[src/rtl/mem_pkg.sv]
// Shared types and constants for the single-port scratch memory.
package mem_pkg;

  // Deepest read pipeline the memory supports.
  localparam int MAX_RD_LATENCY = 4;

  // Controller state: clearing the array after reset, or serving requests.
  typedef enum logic {
    INIT = 1'b0,
    RUN  = 1'b1
  } state_e;

  // Byte-lane count for a data word width.
  function automatic int strb_width(input int w);
    return w / 8;
  endfunction

endpackage

[src/rtl/mem_rd_pipe.sv]
// Read-return delay line: valid, data and a per-read flag travel together.
// Data stages only load on a valid beat, so the last stage holds the most
// recent read result while no read is returning. The flag is not held.
module mem_rd_pipe #(
  parameter int DW     = 16,
  parameter int STAGES = 1
) (
  input  logic          i_clk,
  input  logic          i_flush,
  input  logic          i_vld,
  input  logic [DW-1:0] i_dat,
  input  logic          i_flg,
  output logic          o_vld,
  output logic [DW-1:0] o_dat,
  output logic          o_flg
);

  logic [STAGES:1]         r_vld_pipe;
  logic [STAGES:1]         r_flg_pipe;
  logic [STAGES:1][DW-1:0] r_dat_pipe;

  // Shift valid/flag every cycle; advance data only behind a valid beat.
  always_ff @(posedge i_clk) begin
    if (i_flush) begin
      r_vld_pipe <= '0;
      r_flg_pipe <= '0;
      r_dat_pipe <= '0;
    end else begin
      r_vld_pipe[1] <= i_vld;
      r_flg_pipe[1] <= i_vld & i_flg;
      if (i_vld) r_dat_pipe[1] <= i_dat;
      for (int s = 2; s <= STAGES; s++) begin
        r_vld_pipe[s] <= r_vld_pipe[s-1];
        r_flg_pipe[s] <= r_flg_pipe[s-1];
        if (r_vld_pipe[s-1]) r_dat_pipe[s] <= r_dat_pipe[s-1];
      end
    end
  end

  assign o_vld = r_vld_pipe[STAGES];
  assign o_dat = r_dat_pipe[STAGES];
  assign o_flg = r_flg_pipe[STAGES];

endmodule

[src/rtl/mem_sp_pipe.sv]
// Single-port word memory with byte strobes, registered read latency and a
// sequential post-reset clear. Optional per-word even parity is enabled with
// the MEM_PARITY_EN macro; without it perr_o is constant 0.
module mem_sp_pipe
  import mem_pkg::*;
#(
  parameter int WIDTH      = 16,
  parameter int DEPTH      = 64,
  parameter int ADDR_WIDTH = $clog2(DEPTH),
  parameter int RD_LATENCY = 1,
  parameter int STRB_WIDTH = strb_width(WIDTH)
) (
  input  logic                  clk_i,
  input  logic                  rst_i,
  input  logic                  valid_i,
  input  logic [ADDR_WIDTH-1:0] addr_i,
  input  logic [WIDTH-1:0]      wdata_i,
  input  logic [STRB_WIDTH-1:0] wstrb_i,
  input  logic                  wr_rd_en_i,
  output logic                  ready_o,
  output logic [WIDTH-1:0]      rdata_o,
  output logic                  rvalid_o,
  output logic                  init_done_o,
  output logic                  perr_o
);

  // Out-of-range latency settings are pulled back into the supported window.
  localparam int LAT = (RD_LATENCY > MAX_RD_LATENCY) ? MAX_RD_LATENCY :
                       (RD_LATENCY < 1)              ? 1 : RD_LATENCY;

`ifdef MEM_PARITY_EN
  localparam int MW = WIDTH + 1;   // parity bit sits above the data
`else
  localparam int MW = WIDTH;
`endif

  localparam logic [ADDR_WIDTH:0]   DEPTH_L = (ADDR_WIDTH+1)'(DEPTH);
  localparam logic [ADDR_WIDTH-1:0] LAST    = ADDR_WIDTH'(DEPTH - 1);

  logic [MW-1:0]         r_mem [DEPTH];
  state_e                r_state;
  logic [ADDR_WIDTH-1:0] r_clr_cnt;
  logic                  r_ready;
  logic                  r_init_done;

  logic                  w_acc;
  logic                  w_in_rng;
  logic                  w_clr_we;
  logic [MW-1:0]         w_cur;
  logic [WIDTH-1:0]      w_merged;
  logic [MW-1:0]         w_word_wr;
  logic                  w_flg;

  // Reset beats any request presented in the same cycle.
  assign w_acc    = valid_i & r_ready & ~rst_i;
  assign w_in_rng = {1'b0, addr_i} < DEPTH_L;
  assign w_clr_we = (r_state == INIT) & ~rst_i;
  assign w_cur    = w_in_rng ? r_mem[addr_i] : '0;

  // Merge strobed lanes over the currently stored word.
  always_comb begin
    w_merged = w_cur[WIDTH-1:0];
    for (int n = 0; n < STRB_WIDTH; n++) begin
      if (wstrb_i[n]) w_merged[8*n +: 8] = wdata_i[8*n +: 8];
    end
  end

`ifdef MEM_PARITY_EN
  assign w_word_wr = {^w_merged, w_merged};
  // Out-of-range reads see an all-zero word, whose parity always matches.
  assign w_flg     = (^w_cur[WIDTH-1:0]) != w_cur[WIDTH];
`else
  assign w_word_wr = w_merged;
  assign w_flg     = 1'b0;
`endif

  // Array writes: clear sweep during INIT, strobed writes during RUN.
  always_ff @(posedge clk_i) begin
    if (w_clr_we) begin
      r_mem[r_clr_cnt] <= '0;
    end else if (w_acc & wr_rd_en_i & w_in_rng) begin
      r_mem[addr_i] <= w_word_wr;
    end
  end

  // Controller: sweep every word to zero, then open the port for good.
  always_ff @(posedge clk_i) begin
    if (rst_i) begin
      r_state     <= INIT;
      r_clr_cnt   <= '0;
      r_ready     <= 1'b0;
      r_init_done <= 1'b0;
    end else begin
      case (r_state)
        INIT: begin
          if (r_clr_cnt == LAST) begin
            r_state     <= RUN;
            r_ready     <= 1'b1;
            r_init_done <= 1'b1;
          end else begin
            r_clr_cnt <= r_clr_cnt + ADDR_WIDTH'(1);
          end
        end
        RUN: begin
          r_ready     <= 1'b1;
          r_init_done <= 1'b1;
        end
      endcase
    end
  end

  // Read data is captured at the accept edge and delayed LAT stages.
  mem_rd_pipe #(
    .DW     (WIDTH),
    .STAGES (LAT)
  ) u_rd_pipe (
    .i_clk   (clk_i),
    .i_flush (rst_i),
    .i_vld   (w_acc & ~wr_rd_en_i),
    .i_dat   (w_cur[WIDTH-1:0]),
    .i_flg   (w_flg),
    .o_vld   (rvalid_o),
    .o_dat   (rdata_o),
    .o_flg   (perr_o)
  );

  assign ready_o     = r_ready;
  assign init_done_o = r_init_done;

endmodule

[config.mk]
export PLATFORM = sky130hd
export DESIGN_NAME = mem_sp_pipe
export DESIGN_NICKNAME = d
export VERILOG_FILES = /design/src/rtl/mem_pkg.sv /design/src/rtl/mem_rd_pipe.sv /design/src/rtl/mem_sp_pipe.sv
export SDC_FILE = /design/constraint.sdc
export NUM_CORES = 1
export LEC_CHECK = 0
export BUFFER_PORTS_ARGS = -buffer_cell sky130_fd_sc_hd__buf_4
export CAP_MARGIN = 20
export CORE_MARGIN = 2
export CORE_UTILIZATION = 30
export DETAILED_ROUTE_END_ITERATION = 6
export HOLD_SLACK_MARGIN = 0.12
export PLACE_DENSITY_LB_ADDON = 0.25
export SLEW_MARGIN = 0
export SYNTH_ARGS = -nofsm -noshare
export SYNTH_HDL_FRONTEND = slang
export SYNTH_SLANG_ARGS = --single-unit
[constraint.sdc]
create_clock -name clk_i -period 6.78 [get_ports clk_i]
set_input_delay 1.017 -clock clk_i [delete_from_list [all_inputs] [get_ports clk_i]]
set_output_delay 1.017 -clock clk_i [all_outputs]
set_load 0.005 [all_outputs]
**After elaboration in Yosys (flattened, before gate mapping)**

Memories as Yosys holds them, arrays and structs flattened.
Cells that the tools add are included.

- Register bits: 25
- Latch bits: 0
- RAM bits: 1024
- Bits in read-only memories: 0
- Bits of input ports: 28
- Output and inout bits: 20
- Word-level logic and storage cells: 34
- Memories kept: 1

- Add/subtract/negate cells: 1
- $mul: 0
- Div/mod/pow operators: 0
- Order comparisons: 0
- Equal/unequal tests: 2
- Shift operators: 0
- Multiplexer cells: 14
- Bitwise logic cells: 9
- Reductions and logical operators: 2

Memory list:

| memory | depth | width | read ports | clocked after memory_dff | wr ports | line | source |
|---|---|---|---|---|---|---|---|
| r_mem | 64 | 16 | 1 | 0 | 1 | mem_sp_pipe.sv:40 | `logic [MW-1:0] r_mem [DEPTH];` |

Operators with widths:

| operator | count |
|---|---|
| 2-to-1 mux 16 bit | 1 |
| 2-to-1 mux 8 bit | 2 |
| OR reduction 16 bit | 1 |
| 2-to-1 mux 1 bit | 9 |
| adder 6 x 1 -> 6 bit, second input constant | 1 |
| equality test 6 bit, second input constant | 1 |
| 2-to-1 mux 6 bit | 1 |
| bitwise AND 1 bit | 5 |
| inverter 1 bit | 4 |
| != test 2 x 1 -> 1 bit, second input constant | 1 |
| one-hot mux 1 bit (2 select lines) | 1 |
| AND reduction 2 bit | 1 |

**Depth between registers and ports, before layout**

- Depth after elaboration: 8
- Depth in mapped cells: 11
- Gate-level depth less buffers: 6

**Hierarchy**

A second synthesis with hierarchy kept.

- Cell total of the unflattened synthesis: 1994
- Area total of the unflattened synthesis: 41124.4 sq um

By module, submodules not included:

| module | times used | cells an instance | area each (sq um) | seq. area each (sq um) |
|---|---|---|---|---|
| mem_sp_pipe | 1 | 1938 | 40487.6 | 30909.6 |
| mem_rd_pipe | 1 | 56 | 636.9 | 360.3 |

**Worst setup path before layout**

Ideal clock, no wire load.

- Kind: input-to-reg
- From: input addr_i[4]
- To: memory r_mem[0][13] in the netlist's numbering (data pin)
- Setup time: 0.722 ns
- Data arrival time: 4.827 ns
- Data required time: 6.058 ns
- Path slack: 1.231 ns
- Stages: 8
- Path buffers: 3
- Path through: buf_4 buf_2 nor2_1 clkbuf_1 a22oi_1 a21boi_1 o2bb2ai_1 o31ai_1

- Word-level cells in the longest chain between the ends: 3

Ends and longest elaborated chain:

| element | line | source |
|---|---|---|
| start: declaration | mem_sp_pipe.sv:16 | `input logic [ADDR_WIDTH-1:0] addr_i,` |
| memory read (64 x 16 bit) | - |  |
| 2-to-1 mux 8 bit | mem_sp_pipe.sv:64 | `if (wstrb_i[n]) w_merged[8*n +: 8] = wdata_i[8*n +: 8];` |
| 2-to-1 mux 16 bit (no line) | - |  |
| end: declaration | mem_sp_pipe.sv:40 |  |

Every way passes these cells.

**Worst setup path after layout**

- From: input addr_i[0]
- To: memory r_mem[31][2] in the netlist's numbering (data pin)

The elaborated chain is that of the path after synthesis.

==> results.md <==
- Run status: complete, no violations
- Die H: 372 um
- Worst slack at placement: ~1.7 ns
- Buffers on Ports: 46
- PnR worst setup slack: 2.27 ns
- DP Wirelength: 72600 um
- Max Cap Violations: 0
- H-tree depth: 3
- Fmax: 222 MHz
- Clk sink count: 1049
- Die area: about 0.14 mm2
- DR vias/cell: 5.23
- Cell variety after synth: 53
- CTS clk-pin slew, worst paths: 0.06 ns
- Clk root buf: clkbuf_16
- Post-synth EDFFs: 1024
- Post-CTS Repair Setup Buffers: 0
- Net count, final: approximately 2.2k
- Ys Warns: 0
- WL per Instance: 29.4 um
- Total number of vias: ~21k
- Routed WL: around 120000 um
- Static Leak: 12.7 nW
- Cell Rows: approximately 140
- Post-synth design cell area: ~0.04 mm2
- Setup TNS: 0 ns
- Fin crit share: around two thirds
- Register-to-register setup slack: 3.07 ns
- Drt pass-1 iters: 5
- Prevailing post-synth register cell: edfxtp_1
- Max clock buf depth: 3
- Crit-path cells: buf_8 -> buf_4 -> mux4_2 -> o221ai_1 -> a211oi_1 -> a31oi_1 -> a21oi_4 -> buf_4
- Finish-stage setup viols: 0
- FILL cells: ~12k
- CP peak stage delay: between 1 and 1.5 ns
- Pwr dens: 282 mW/mm2
- Commonest non-fill, non-tap cells in the layout: edfxtp_1 (1024), mux4_2 (224), buf_4 (156)
- Slowest cell on crit path: a211oi_1
- Critical Path Fanout Max: between 60 and 70
- 1st-iter DRT viols: 2397
- Slew @ Worst Pin: 1.29 ns
- CP Data Required Time: 7.16 ns
- Antenna violations before repair: 4
- Crit path max-delay family: compound AO/OA/AOI/OAI gates
- CTS tree: done
- DIE WIDTH: 372 um
- Hold_buf cts: 0
- Launch point of the worst reg-to-reg path: r_state
- Reg2reg end: r_mem[45][2]
- Post-Syn Nets: approximately 2k
- Cts repair resizes: 0
- Vias in the first global route: about 21k
- Number of synthesized register bits: 1049
- Final Critical Period: 4.51 ns
- Gate count after technology mapping: about 2k
- Area grow syn2layout: 16.4%
- Share of layout cells above drive strength 1: 26.6%
- Final Max Tran Viols: 0
- Arrival @ worst endpoint: 4.88 ns
- Worst-skew pair later-pin latency: 0.72 ns
- CP endpoint kind: register
- Buf/Inv on CP: 3
- Routability Congestion: 0.859
- Global Route Usage Sum: 16.9%
- Max_slew headroom: 13.8%
- Max Clock Skew: 0.0440 ns
- CP startpoint kind: input pin
- Total congestion overflow: 0
- I/O pin cnt: 48
- Hold path depth: 2
- Floorplan Core Area: 0.135 mm2
- Commonest non-fill, non-tap cell in the layout: edfxtp_1
- HP Class: reg2reg
- Unrepaired setup endpoints after global routing: no
- Pin count of the biggest net entering global routing: between 70 and 80
- Asr flop ratio synth: 0%
- First-pass GRT wire length: 165000 um
- Hold_ws: 0.470 ns
- Post-DRT Antenna Nets: 0
- Worst r2r path cells: 6
- Sequential share of the synthesized area: 76.8%
- Residual DRC: 0
- Worst VDD drop: 0.208 mV
- Initial Util: between 30% and 40%
- CTS buffer count: 110
- Critical Path Most Common Cell: buf_4
- Setup CP Type: in2reg
- Final hold violation count: 0
- Hold path start: u_rd_pipe.o_dat[12]
- Worst hold path endpoint: u_rd_pipe.o_dat[12]
- Mean Syn Cell Area: approximately 21 um2
[worst max path at each step]
stage,from,end,depth (start not counted)
floorplan,addr_i[4],r_mem[0][13],8
global placement,addr_i[0],r_mem[30][2],8
detailed placement,addr_i[0],r_mem[15][4],8
CTS,addr_i[0],r_mem[7][4],8
global route,addr_i[0],r_mem[44][14],10
finish,addr_i[0],r_mem[31][2],8
[stage by stage]
step	power, W	utilization, %	std cells	area (um2)
floorplan	0.00745	-	1972	40700
global placement	0.00763	32.4	3808	43800
detailed placement	0.00763	32.4	3809	43800
CTS	0.0135	35.0	4009	47300
global route	0.0137	35.1	4014	47300
finish	0.0134	35.1	4015	47300
[worst min-delay path, stage by stage, from the launching register on]
cell,delay [ns]
dfxtp_1,0.31
nand2_1,0.05
a21oi_1,0.06
[cell families (layout without fill, tap and decap cells)]
logic type / count (synthesis) / after routing / share of synthesized area, %
flip-flops: 1049 / 1049 / 76.8
multiplexers: 308 / 308 / 14.5
AND/OR/NAND/NOR: 247 / 247 / 2.73
AO/OA/AOI/OAI: 242 / 242 / 3.95
buffers and inverters: 119 / 380 / 1.88
XOR/XNOR: 5 / 5 / 0.108
adder cells (fa/ha/maj): 1 / 1 / 0.0307
other: 1 / 2 / 0.00922
[synth_stat cells (7+ instances only)]
| cell type | n | share of area (%) |
|---|---|---|
| mux2i_1 | 80 | 2.0 |
| buf_6 | 27 | 0.75 |
| buf_4 | 15 | 0.28 |
| buf_1 | 9 | 0.083 |
| mux4_2 | 224 | 12 |
| clkbuf_1 | 29 | 0.27 |
| a21boi_1 | 9 | 0.17 |
| edfxtp_1 | 1024 | 76 |
| o21ai_1 | 17 | 0.21 |
| dfxtp_1 | 25 | 1.2 |
| a31oi_1 | 18 | 0.28 |
| nor2_1 | 89 | 0.82 |
| nand4_1 | 9 | 0.14 |
| o221ai_1 | 27 | 0.58 |
| nor2b_1 | 8 | 0.12 |
| a22oi_1 | 38 | 0.70 |
| nand3b_1 | 7 | 0.13 |
| nand2_1 | 72 | 0.66 |
| buf_2 | 29 | 0.36 |
| o22ai_1 | 31 | 0.48 |
| nand3_1 | 35 | 0.43 |
| a211oi_1 | 18 | 0.33 |
| a21oi_1 | 52 | 0.64 |
| o21ai_0 | 13 | 0.16 |
[state kept, by name, summed over array words and instances (netlist names)]
register	flops
u_rd_pipe.o_vld	1
u_rd_pipe.o_dat	16
r_state	1
r_mem	1024
init_done_o	1
r_clr_cnt	6
[metal layers]
metal | track usage (%) | vias up | part of all wire [%]
met5 | 0 | - | 0.010
met3 | 3.39 | 173 | 7.1
met1 | 22.8 | 11300 | 42
met2 | 27.9 | 895 | 48
met4 | 4.54 | 2 | 2.5
li1 | - | 8585 | -
[layout make-up]
| class | instances | area, um2 | share of cell area (%) |
|---|---|---|---|
| diodes | 1 | 2.50 | 0.00529 |
| clock buffers | 138 | 2900 | 6.12 |
| clock inverters | 62 | 607 | 1.28 |
| inverters | 7 | 26.3 | 0.0555 |
| multi-input cells | 804 | 8880 | 18.8 |
| flip-flops and latches | 1049 | 31300 | 66.0 |
| well taps | 1781 | 2230 | 4.71 |
| repair buffers | 173 | 1450 | 3.06 |
[report_power, final]
group          internal (W)  switching (W)  leakage (nW)
clock network       0.00338        0.00249          1.71
logic              0.000154       0.000301          3.36
registers           0.00703     0.00000827          7.59
total                0.0106        0.00280          12.7
No activity file was read; power rests on OpenSTA's default activity.
